### src/rtl/tradeoff_8bits_search.sv
// Cost-budget search core: finds the largest N with COST_A*N^2 + COST_C <= W and raises found.
// Define TRADEOFF_BINARY_SEARCH_EN for a 9-step binary search instead of the linear scan.
module tradeoff_8bits_search #(
    parameter int W_BITS = 20,
    parameter int N_BITS = 9,
    parameter int COST_A = 7,
    parameter int COST_C = 39000
) (
    input  logic              clk,
    input  logic              rst_n,
    input  logic [W_BITS-1:0] W,
    output logic [N_BITS-1:0] N,
    output logic              found
);
    localparam int CW = W_BITS + 2;

    typedef enum logic [1:0] {
        IDLE   = 2'd0,
        SEARCH = 2'd1,
        DONE   = 2'd2
    } state_t;

    state_t            state_q, state_d;
    logic [W_BITS-1:0] w_reg_q, w_reg_d;
    logic [N_BITS-1:0] n_q, n_d;
    logic [CW-1:0]     cost_q, cost_d;
    logic              found_q, found_d;
    logic [CW-1:0]     w_ext;

    assign w_ext = CW'(w_reg_q);

`ifdef TRADEOFF_BINARY_SEARCH_EN
    localparam int BW = $clog2(N_BITS);
    logic [BW-1:0]     bit_q, bit_d;
    logic [N_BITS-1:0] trial;
    logic [CW-1:0]     trial_cost;

    assign trial      = n_q | (N_BITS'(1) << bit_q);
    assign trial_cost = CW'(COST_A) * CW'(trial) * CW'(trial) + CW'(COST_C);
`else
    logic [CW-1:0] cost_next;
    logic          n_max;

    // cost(n+1) - cost(n) = COST_A*(2n+1); constant coefficient, so shift-add only.
    assign cost_next = cost_q + CW'(COST_A) * CW'({n_q, 1'b1});
    assign n_max     = &n_q;
`endif

    always_comb begin
        state_d = state_q;
        w_reg_d = w_reg_q;
        n_d     = n_q;
        cost_d  = cost_q;
        found_d = found_q;
`ifdef TRADEOFF_BINARY_SEARCH_EN
        bit_d   = bit_q;
`endif
        case (state_q)
            IDLE: begin
                w_reg_d = W;
                n_d     = '0;
                cost_d  = CW'(COST_C);
                found_d = 1'b0;
                state_d = SEARCH;
`ifdef TRADEOFF_BINARY_SEARCH_EN
                bit_d   = BW'(N_BITS - 1);
`endif
            end
            SEARCH: begin
`ifdef TRADEOFF_BINARY_SEARCH_EN
                if (trial_cost <= w_ext) begin
                    n_d    = trial;
                    cost_d = trial_cost;
                end
                if (bit_q == '0) begin
                    state_d = DONE;
                    found_d = 1'b1;
                end else begin
                    bit_d = bit_q - 1'b1;
                end
`else
                if (cost_next <= w_ext && !n_max) begin
                    n_d    = n_q + 1'b1;
                    cost_d = cost_next;
                end else begin
                    state_d = DONE;
                    found_d = 1'b1;
                end
`endif
            end
            DONE: begin
            end
            default: state_d = IDLE;
        endcase

        // A budget change outside IDLE overrides any search step on the same edge.
        if (state_q != IDLE && W != w_reg_q) begin
            w_reg_d = W;
            n_d     = '0;
            cost_d  = CW'(COST_C);
            found_d = 1'b0;
            state_d = SEARCH;
`ifdef TRADEOFF_BINARY_SEARCH_EN
            bit_d   = BW'(N_BITS - 1);
`endif
        end
    end

    always_ff @(posedge clk or negedge rst_n) begin
        if (!rst_n) begin
            state_q <= IDLE;
            w_reg_q <= '0;
            n_q     <= '0;
            cost_q  <= CW'(COST_C);
            found_q <= 1'b0;
`ifdef TRADEOFF_BINARY_SEARCH_EN
            bit_q   <= BW'(N_BITS - 1);
`endif
        end else begin
            state_q <= state_d;
            w_reg_q <= w_reg_d;
            n_q     <= n_d;
            cost_q  <= cost_d;
            found_q <= found_d;
`ifdef TRADEOFF_BINARY_SEARCH_EN
            bit_q   <= bit_d;
`endif
        end
    end

    assign N     = n_q;
    assign found = found_q;

endmodule

### config.mk
export PLATFORM = sky130hd
export DESIGN_NAME = tradeoff_8bits_search
export DESIGN_NICKNAME = d
export VERILOG_FILES = /design/src/rtl/tradeoff_8bits_search.sv
export SDC_FILE = /design/constraint.sdc
export NUM_CORES = 1
export LEC_CHECK = 0
export ABC_AREA = 1
export CORE_MARGIN = 2
export CORE_UTILIZATION = 40
export CTS_CLUSTER_DIAMETER = 100
export CTS_CLUSTER_SIZE = 12
export DETAILED_ROUTE_END_ITERATION = 8
export GPL_TIMING_DRIVEN = 0
export PLACE_DENSITY = 0.6
export SETUP_SLACK_MARGIN = 0.05
export SYNTH_ARGS = -nofsm -noshare
export SYNTH_HDL_FRONTEND = slang
export SYNTH_SLANG_ARGS = --single-unit
### constraint.sdc
create_clock -name clk -period 4.3 [get_ports clk]
set_input_delay 0.86 -clock clk [delete_from_list [all_inputs] [get_ports clk]]
set_output_delay 0.86 -clock clk [all_outputs]
set_load 0.005 [all_outputs]
* Yosys cells after proc, flatten, opt, wreduce, memory -nomap -nowiden *
Index checks and enable logic that the tools add are counted.

word-level totals
  register bits = 54
  input bits = 22
  output and inout bits = 10
  word-level logic and storage cells = 40

operators by class
  add/sub/neg operators = 2
  $mul = 1
  order comparisons = 1
  equal/unequal tests = 6
  multiplexer cells = 14
  reduce and logical (&&, ||, !) cells = 11

operators by type and width
  kind                   count
  $mux 22                2
  $pmux 22 s2            1
  $mux 20                2
  $add 22x13->22         1
  $le 22x20->1           1
  $ne 20x20->1           1
  $mux 9                 2
  $pmux 9 s2             1
  $mul 3x10->13 const A  1
  $add 9x1->9 const B    1
  $reduce_and 9->1       1
  $ne 3x3->1 const B     2
  $pmux 2 s3             1
  $reduce_and 2->1       3
  $mux 2                 2
  $reduce_bool 2->1      2
  $reduce_bool 3->1      1
  $eq 2x1->1 const B     1
  $eq 2x2->1 const B     1
  $logic_and 1x1->1      2
  $logic_not 2->1        1
  $mux 1                 2
  $ne 2x2->1 const B     1
  $pmux 1 s2             1
  $logic_not 1->1        1

* Logic depth before layout (Yosys ltp) *
  word-level depth = 7
  mapped depth = 30
  mapped depth without buffers = 29

* Least setup slack after synthesis *
Ideal clock, no wire load.

  path type = reg-to-reg
  from = register n_q[0], in the netlist N[0]
  to = register found_q, in the netlist found
  library setup time = 117 ps
  arrival = 4519 ps
  setup slack = -335 ps
  cell stages (with the launch flop) = 28
  path buffers = 0
  clock period less this slack = 4635 ps
  path through = dfrtp_1 inv_1 fa_1 fa_1 inv_1 ha_1 nand2_1 nand2_1 a21oi_1 o21bai_1 a21oi_1 o21ai_0 nand2_1 nand2_1 nand2_1 inv_1 ha_1 nand2_1 inv_1 nand3_1 o21ai_0 a21oi_1 nand2_1 a21oi_1 nand2_1 nor2_1 or2_2 nand2_1

on the way
  cells in the longest elaborated chain, start to end = 6
  elaborated cells between the ends (all ways) = 8
  classes of those cells = add/sub (1); mul (1); order compare (1); eq/ne (1); reduce/logical (4)

ends and longest elaborated chain
  element                       line  RTL
  start, declared               25    logic [N_BITS-1:0] n_q, n_d;
  start signal, assigned        122   n_q <= n_d;
  $mul 3x10->13                 45    assign cost_next = cost_q + CW'(COST_A) * CW'({n_q, 1'b1});
  $add 22x13->22                45
  $le 22x20->1                  82    if (cost_next <= w_ext && !n_max) begin
  $logic_and 1x1->1 *           82
  $ne 3x3->1 (no line) *        --
  $reduce_and 2->1 (no line) *  --
  end signal, assigned          124   found_q <= found_d;
  end, declared                 27    logic found_q, found_d;

Every way passes the cells marked *; elsewhere a longest branch is shown, timed or not.
A chain may end at the register's enable or synchronous reset.

* Worst setup path after layout *
  from = register n_q[6], in the netlist N[6]
  to = register cost_q[18]

on the way
  cells in the longest elaborated chain, start to end = 6
  elaborated cells between the ends (all ways) = 11
  classes of those cells = add/sub (1); mul (1); order compare (1); eq/ne (1); mux (3); reduce/logical (4)

ends and longest elaborated chain
  element                     line  RTL
  $mul 3x10->13               45
  $add 22x13->22              45
  $le 22x20->1                82
  $logic_and 1x1->1           82
  $ne 3x3->1 (no line)        --
  $reduce_and 2->1 (no line)  --
  end signal, assigned        114   cost_q <= CW'(COST_C);
  end signal, assigned        123   cost_q <= cost_d;
  end, declared               26    logic [CW-1:0] cost_q, cost_d;

Parallel ways exist; a longest one is shown, timed or not. The select of a mux whose other input is x is not followed.

==> out/summary.txt <==
Run status: complete, but fails checks
Failing checks: negative setup slack
TritonCTS Buffers: 5
Mapped Cells: 584
N_diodes: 0
Req. time, crit path: 4.52 ns
Setup ws final: -0.239 ns
Post-synthesis cell area: 4410 sq um
Layout net count: 755
Post-synth EDFFs: 0
GRT overflow: 0
First-pass GRT wire length: 19.5 mm
Most common cell after layout, fill and taps aside: nand2_1
Most frequent cells in the layout: nand2_1 (123), inv_1 (94), dfrtp_1 (42), nor2_1 (41), buf_4 (40)
H-tree levels: 2
RSZ-0062 raised after global routing: true
Final number of hold-violating endpoints: 0
Layout cells sized above 1: 24.7%
Warnings, synthesis: 0
Clock skew: 0.0127 ns
CTS tree: yes
Post-route ant nets: 0
Post-synthesis register bit count: 54
Initial Utilization: 40.9%
Total power: 951 uW
Period utilisation layout: 106%
Syn_nets: 667
Clock sinks: 54
Distinct cells, synth: 33
Setup CP Type: flop to flop
Post-synthesis async set-or-reset flop share: 100%
# hold bufs at CTS: 0
Fmax: 220 MHz
HPWL after detailed placement: 8.18 mm
Setup TNS Final: -6.71 ns
Final setup vio count: 34
Total number of vias: 3937
Row Count: 38
Cell taking the most area after synthesis: dfrtp_1
DIE AREA: 11900 sq um
Port Buffers: 31
Crit path launch: N[6]
Die H: 109 microns
Pwr dens: 159 nW/um^2
Core area: 10800 sq um
GRT Overall Usage: 21.2%
Vias per std cell: 4.84
Synth-to-layout area growth: 35.3%
Vias in the first global route: 4031
Width of the die: 109 microns
Root Driver: clkbuf_8
IO Count: 32
# fillers: 968
Remaining DRCs: 0
DR top layer: met4
Maxcap violations: 0
RR Startpoint: N[6]
Synthesized area per cell: 7.55 sq um
CP arrival: 4.76 ns
Synth area leaders: dfrtp_1 (27%), ha_1 (13%), nand2_1 (12%)
Pin count of the biggest net entering global routing: 36
Slew HR: 36.4%
M1 WL: 5.32 mm
Initial antenna violation count: 0
Gpl congestion: 0.874
Total wire length: 11.7 mm
Leak pwr: 0.00292 uW
Sequential-to-total area share from yosys stat: 30.8%
Met2 WL: 5.67 mm
Crit start category: flop
CP Max Fanout: 10
Fin. max-slew vios: 0
Top_reg_cell synth: dfrtp_1
Post-place setup slack: -0.867 ns
Clk slew on worst S/H paths: 0.11 ns
Starting DRT DRC Count: 218
Maximum root-to-sink buffer count: 2
Max rail drop VDD: 0.130 mV
Worst-margin pin slew: 0.948 ns
Top-area cell type share of the netlist area: 27.2%
Tmin final: 4.54 ns
DR WL/cell: 14.3 microns
Worst skew pair latency: 0.33 ns
Met3 WL: 376 microns
Crit. End Element: flop
Class of the worst hold path: input port to asynchronous set/reset pin
DRT Pass-1 Iters: 5
==> worst max-delay path, cell delays in order (launching register included) <==
cell	delay, ns
dfrtp_1	0.40
inv_2	0.12
fa_1	0.44
fa_1	0.51
inv_2	0.05
ha_4	0.29
nand2_2	0.06
inv_2	0.08
nand3_4	0.11
o21bai_4	0.19
a21oi_4	0.10
o21ai_4	0.19
nand3_1	0.09
nand2_1	0.09
inv_1	0.05
ha_1	0.27
nand2_1	0.08
inv_2	0.06
nand3_4	0.09
o21ai_2	0.06
a21oi_2	0.15
nand2_2	0.10
a21oi_4	0.19
nand4_4	0.18
buf_6	0.18
buf_8	0.13
nand3_1	0.08
nand2_1	0.07
==> per-stage QoR <==
| stage | util, % | hold slack [ns] | area, sq um | std cells |
|---|---|---|---|---|
| finish | 55.3 | 0.477 | 5970 | 813 |
| global route | 55.3 | 0.504 | 5970 | 813 |
| CTS | 54.2 | 0.481 | 5850 | 809 |
| detailed placement | 46.4 | 0.505 | 5010 | 756 |
| global placement | 46.3 | 0.499 | 4990 | 755 |
| floorplan | - | 0.480 | 4510 | 584 |
==> sequential cells by signal, indices dropped and copies added (netlist names) <==
register and count:
cost_q 22, w_reg_q 20, N 9, state_q 2, found 1
==> Yosys cell counts (all sizes together) (2+ instances only) <==
library cell	count
o2111ai	3
nand4	15
or2	6
o21bai	2
inv	112
dfstp	6
nand2	142
dfrtp	48
o21ai	18
nor3	6
nor2	47
ha	45
buf	6
a21oi	17
xnor2	11
clkbuf	22
o211ai	2
nand3	32
xor2	22
fa	16
==> where the power goes <==
part / switching (uW) / internal, uW
Combinational: 48.4 / 45.9
Clock: 200 / 134
Sequential: 5.43 / 517
==> final timing paths <==
check                           slack, ns  cells after the start     endpoint
worst max-delay path                -0.24                     27   cost_q[18]
worst min register to register       0.53                      2    cost_q[1]
worst min-delay path                 0.48                      1  w_reg_q[17]
min in group clk                     0.53                      2    cost_q[1]
max in group asynchronous            3.17                      2   cost_q[15]
worst max register to register      -0.24                     27   cost_q[18]
==> routing by layer <==
layer / vias to the layer above / GRT usage, %
met3: 19 / 2.21
li1: 1973 / -
met4: 0 / 6.96
met2: 83 / 36.4
met5: - / 0
met1: 1862 / 27.9
==> cells by family after synthesis <==
| logic type | share of synthesized area [%] |
|---|---|
| AO/OA/AOI/OAI | 6.24 |
| XOR/XNOR | 6.55 |
| adder cells (fa/ha/maj) | 20.0 |
| buffers and inverters | 12.2 |
| flip-flops | 30.8 |
| AND/OR/NAND/NOR | 24.1 |
==> cell type report <==
cell class	instances	area [sq um]	area share (%)
Multi-Input combinational cell	390	2940	49.2
Timing Repair Buffer	81	800	13.4
Tap cell	140	175	2.94
Sequential cell	54	1370	22.9
Inverter	112	430	7.21
Buffer	28	158	2.64
Clock buffer	6	82.6	1.38
Clock inverter	2	17.5	0.294
==> what timing repair did <==
item | CTS | global route
setup buffers | 45 | 3
pin swaps | 50 | 10
cloned | 2 | 1
resized for setup | 88 | 18
endpoints found under the setup margin | 34 | 34
(Power assumes the default switching activity.)
